==> src/rtl/store_merge_unit.sv <==
// Store merge unit: sends byte and word stores to a word-wide RAM that has no byte enables.
// Latency: word store writes in cycle 1 and done is in cycle 2; byte store reads in cycle 1, writes in cycle 2, done is in cycle 3.
// Backpressure: busy_o is high while a store is in flight, and req_i is ignored (not queued) until it drops.
//
// Ports:
//   clk_i, rst_n_i        : clock and asynchronous active-low reset
//   req_i, size_i         : store request; size_i=1 byte store (lane addr_i[1:0]), 0 word store
//   addr_i, wdata_i       : byte address and store data (byte stores use only wdata_i[7:0])
//   busy_o                : a store is in progress
//   done_o, misaligned_o  : completion pulse, plus a flag for word stores with addr[1:0] != 0
//   mem_*                 : synchronous RAM interface (read data arrives the cycle after mem_re_o)
module store_merge_unit #(
    parameter int ADDR_W = 32
) (
    input  logic              clk_i,
    input  logic              rst_n_i,
    input  logic              req_i,
    input  logic              size_i,
    input  logic [ADDR_W-1:0] addr_i,
    input  logic [31:0]       wdata_i,
    output logic              busy_o,
    output logic              done_o,
    output logic              misaligned_o,
    output logic [ADDR_W-3:0] mem_addr_o,
    output logic              mem_re_o,
    input  logic [31:0]       mem_rdata_i,
    output logic              mem_we_o,
    output logic [31:0]       mem_wdata_o
);

    typedef enum logic [1:0] {
        ST_IDLE  = 2'd0,
        ST_READ  = 2'd1,
        ST_WRITE = 2'd2
    } state_e;

    state_e            state_q, state_d;
    logic              size_q, size_d;
    logic [ADDR_W-1:0] addr_q, addr_d;
    logic [31:0]       wdata_q, wdata_d;
    logic              done_q;
    logic              misaligned_q;
    logic [31:0]       merged;

    // Next state, request latching and RAM strobes
    always_comb begin
        state_d  = state_q;
        size_d   = size_q;
        addr_d   = addr_q;
        wdata_d  = wdata_q;
        mem_re_o = 1'b0;
        mem_we_o = 1'b0;
        case (state_q)
            ST_IDLE: begin
                if (req_i) begin
                    size_d  = size_i;
                    addr_d  = addr_i;
                    wdata_d = wdata_i;
                    state_d = size_i ? ST_READ : ST_WRITE;
                end
            end
            ST_READ: begin
                mem_re_o = 1'b1;
                state_d  = ST_WRITE;
            end
            ST_WRITE: begin
                mem_we_o = 1'b1;
                state_d  = ST_IDLE;
            end
            default: state_d = ST_IDLE;
        endcase
    end

    // In WRITE, mem_rdata_i holds the word fetched during READ. Overwrite only the
    // addressed lane (little-endian: lane 0 is bits 7:0).
    always_comb begin
        merged = mem_rdata_i;
        case (addr_q[1:0])
            2'd0: merged[7:0]   = wdata_q[7:0];
            2'd1: merged[15:8]  = wdata_q[7:0];
            2'd2: merged[23:16] = wdata_q[7:0];
            default: merged[31:24] = wdata_q[7:0];
        endcase
    end

    // Word stores drop addr[1:0], so a misaligned word store is aligned down
    assign mem_addr_o   = addr_q[ADDR_W-1:2];
    assign mem_wdata_o  = size_q ? merged : wdata_q;
    assign busy_o       = (state_q != ST_IDLE);
    assign done_o       = done_q;
    assign misaligned_o = misaligned_q;

    always_ff @(posedge clk_i or negedge rst_n_i) begin
        if (!rst_n_i) begin
            state_q      <= ST_IDLE;
            size_q       <= 1'b0;
            addr_q       <= '0;
            wdata_q      <= '0;
            done_q       <= 1'b0;
            misaligned_q <= 1'b0;
        end else begin
            state_q      <= state_d;
            size_q       <= size_d;
            addr_q       <= addr_d;
            wdata_q      <= wdata_d;
            // Done and misaligned are high only in the first IDLE cycle after WRITE
            done_q       <= (state_q == ST_WRITE);
            misaligned_q <= (state_q == ST_WRITE) && !size_q && (addr_q[1:0] != 2'b00);
        end
    end

endmodule

==> config.mk <==
export PLATFORM = sky130hd
export DESIGN_NAME = store_merge_unit
export DESIGN_NICKNAME = d
export VERILOG_FILES = /design/src/rtl/store_merge_unit.sv
export SDC_FILE = /design/constraint.sdc
export NUM_CORES = 1
export LEC_CHECK = 0
export ABC_AREA = 1
export ABC_CLOCK_PERIOD_IN_PS = 2000
export CORE_ASPECT_RATIO = 0.7
export CORE_MARGIN = 5
export CORE_UTILIZATION = 46
export CTS_CLUSTER_SIZE = 8
export DETAILED_ROUTE_END_ITERATION = 16
export PLACE_DENSITY = 0.87
export SLEW_MARGIN = 20
export SYNTH_ARGS = -nofsm -noshare
export SYNTH_HDL_FRONTEND = slang
export SYNTH_SLANG_ARGS = --single-unit
export TNS_END_PERCENT = 20
==> constraint.sdc <==
create_clock -name clk_i -period 2 [get_ports clk_i]
set_input_delay 0.2 -clock clk_i [delete_from_list [all_inputs] [get_ports clk_i]]
set_output_delay 0.2 -clock clk_i [all_outputs]
set_load 0.01 [all_outputs]
==> results_dict.tcl <==
set metrics [dict create \
    status "complete, but fails checks" \
    violations "setup timing" \
    cts.sinks 69 \
    fin_setup_tns_ns -0.0518 \
    gp_congestion 0.900 \
    avgSynthCellArea_sq_um 7.19 \
    dieArea_sq_um 10100 \
    grt-busiest-layer "met2" \
    die_w_um 118 \
    syn_nets 620 \
    period_minus_slack_ns 2.02 \
    drt_iter0_markers 309 \
    ir_drop_mv 0.684 \
    start_util 0.473 \
    synth.most_common_cell "nand2_1" \
    synthTopCellsByArea "dfrtp_1 (46%), nand2_1 (22%), nand3_1 (14%), buf_4 (6.4%), inv_1 (4.6%)" \
    worst_slack_ns -0.0213 \
    met1_usage 0.290 \
    synth_top_area_frac 0.462 \
    postLayoutCoreUtil 0.716 \
    relSlewSlack 0.714 \
    yosys_register_bits 69 \
    hold_viol 0 \
    yosysUniqueCellTypes 16 \
    worst_clock_skew_ns 0.00460 \
    cts_root_buffer "clkbuf_16" \
    numCtsBuffers 9 \
    grt.total_usage 0.236 \
    via_per_inst 4.99 \
    syn_area_sq_um 3740 \
    required_ns 1.80 \
    drive_gt1_frac 0.0667 \
    drc 0 \
    io_pins 167 \
    syn_inst 520 \
    max_freq_mhz 495 \
    synthTopCellsByCount "nand2_1 (222), nand3_1 (105), dfrtp_1 (69), inv_1 (46), buf_4 (32)" \
    drv_cap 0 \
    vias 3794 \
    post_drt_wl_per_cell_um 15.6 \
    synth_ff_type "dfrtp_1" \
    grt_util_met3 0.105 \
    path_class "reg2out" \
    ctsHtreeMaxLevel 3 \
    cp_max_fo 7 \
    grt_pass1_wl_mm 19.3 \
    setup_violations 6 \
    rsz0062_at_grt "true" \
    clk_pin_slew_ns 0.05 \
    tritoncts "done" \
    antenna_found_initial 0 \
    min_period_over_period 1.01 \
    use_met2 0.380 \
    yosysTopAreaCell "dfrtp_1" \
    io_buffers 166 \
    p_per_area_nw_per_um2 968 \
    clk_latency_ns 0.32 \
    async_flop_share 1.00 \
    ys_warn_count 0 \
    dp_hpwl_mm 8.72 \
    area_delta_synth_final_pct 51.4 \
    diodes 0 \
    maxSlewViolCount 0 \
    end_kind "output pin" \
    arrival_ns 1.82 \
    nets 755 \
    num_rows 27 \
    grt_remaining_overflow 0 \
    ys_seq_area_frac 0.462 \
    grt_pass1_vias 3736 \
    grt_max_degree 70 \
    p_leak_uw 0.00309 \
    cts_buffer_depth 2 \
    routed_wirelength_mm 11.9 \
    die_h_um 85.5 \
    hold_path_class "in2reg" \
    synth_edf_count 0 \
    cp-start-kind "flop" \
    drt_first_pass_iters 6 \
    worst_pin_slew_ns 0.429 \
    core_area_sq_um 7910 \
    postRouteAntennaNets 0 \
]
## registers in the layout, indices dropped and copies added, names as in the netlist
name and flops:
wdata_q 32, misaligned_o 1, state_q 2, done_o 1, size_q 1, addr_q 32
## area by class of cell
class | instances | area [sq um]
Sequential cell | 69 | 1730
Multi-Input combinational cell | 343 | 1470
Clock buffer | 12 | 256
Clock inverter | 4 | 70.1
Inverter | 49 | 186
Fill cell | 609 | 2240
Timing Repair Buffer | 183 | 1830
Tap cell | 101 | 126
## worst paths after layout
check / start / to / slack, ns / cells after the start
worst min-delay path: req_i / addr_q[24] / 0.29 / 3
worst min register to register: addr_q[18] / addr_q[18] / 0.47 / 2
worst max-delay path: addr_q[1] / mem_wdata_o[14] / -0.02 / 6
worst max register to register: state_q[0] / addr_q[1] / 0.76 / 4
max in group asynchronous: rst_n_i / addr_q[0] / 1.25 / 3
min in group asynchronous: rst_n_i / addr_q[30] / 0.44 / 3
## power breakdown
part           total (uW)  internal (uW)  leakage (uW)  switching (uW)
clock                1710           1160      0.000163             559
combinational        1920            948       0.00208             976
sequential           1840           1660      0.000851             183
total                5480           3760       0.00309            1720
## through the flow
stage | worst slack (ns) | std cells | hold WS [ns] | instance area, sq um | total power, uW
6_report | -0.0213 | 761 | 0.293 | 5660 | 5480
5_1_grt | -0.146 | 761 | 0.281 | 5660 | 5830
3_3_place_gp | 0.229 | 742 | 0.232 | 5270 | 3750
2_1_floorplan | 0.764 | 520 | -0.0956 | 3740 | 2860
4_1_cts | -0.0346 | 761 | 0.281 | 5630 | 5540
3_5_place_dp | 0.141 | 742 | 0.236 | 5270 | 3820
## layer usage
layer  routed length (um)  vias up
met3                 1300       15
met1                 4830     1745
met5                    0        -
met4                  157        0
met2                 5560      184
li1                     -     1850
## cells by family (layout without fill, tap and decap cells)
family / after synthesis / after routing / synth area share
compound gates: 11 / 11 / 0.0157
buf+inv: 108 / 248 / 0.153
flops: 69 / 69 / 0.462
simple gates: 332 / 332 / 0.370
## repair_timing
item | 4_1_cts | 5_1_grt
buffers inserted | 2 | 0
setup endpoints to repair | 32 | 21
gates resized for setup | 21 | 12
hold endpoints to repair | 69 | 0
hold buffers | 1 | 0
## cell usage in the layout, fill, tap and decap left out, types with 9 or more instances in the layout
cell type and instances:
buf_4 12, clkbuf_16 9, clkdlybuf4s50_1 140, dfrtp_1 67, dlygate4sd2_1 12, dlymetal6s2s_1 12, inv_1 46, nand2_1 219
nand3_1 105, o21ai_0 10
## worst max-delay path, stage by stage, from the launching register on
cell and delay, ns:
dfrtp_2 0.48, inv_2 0.08, buf_4 0.16, nand3_1 0.10, nand3_1 0.09, nand2_1 0.06, clkdlybuf4s50_1 0.53
(Power assumes the default switching activity.)
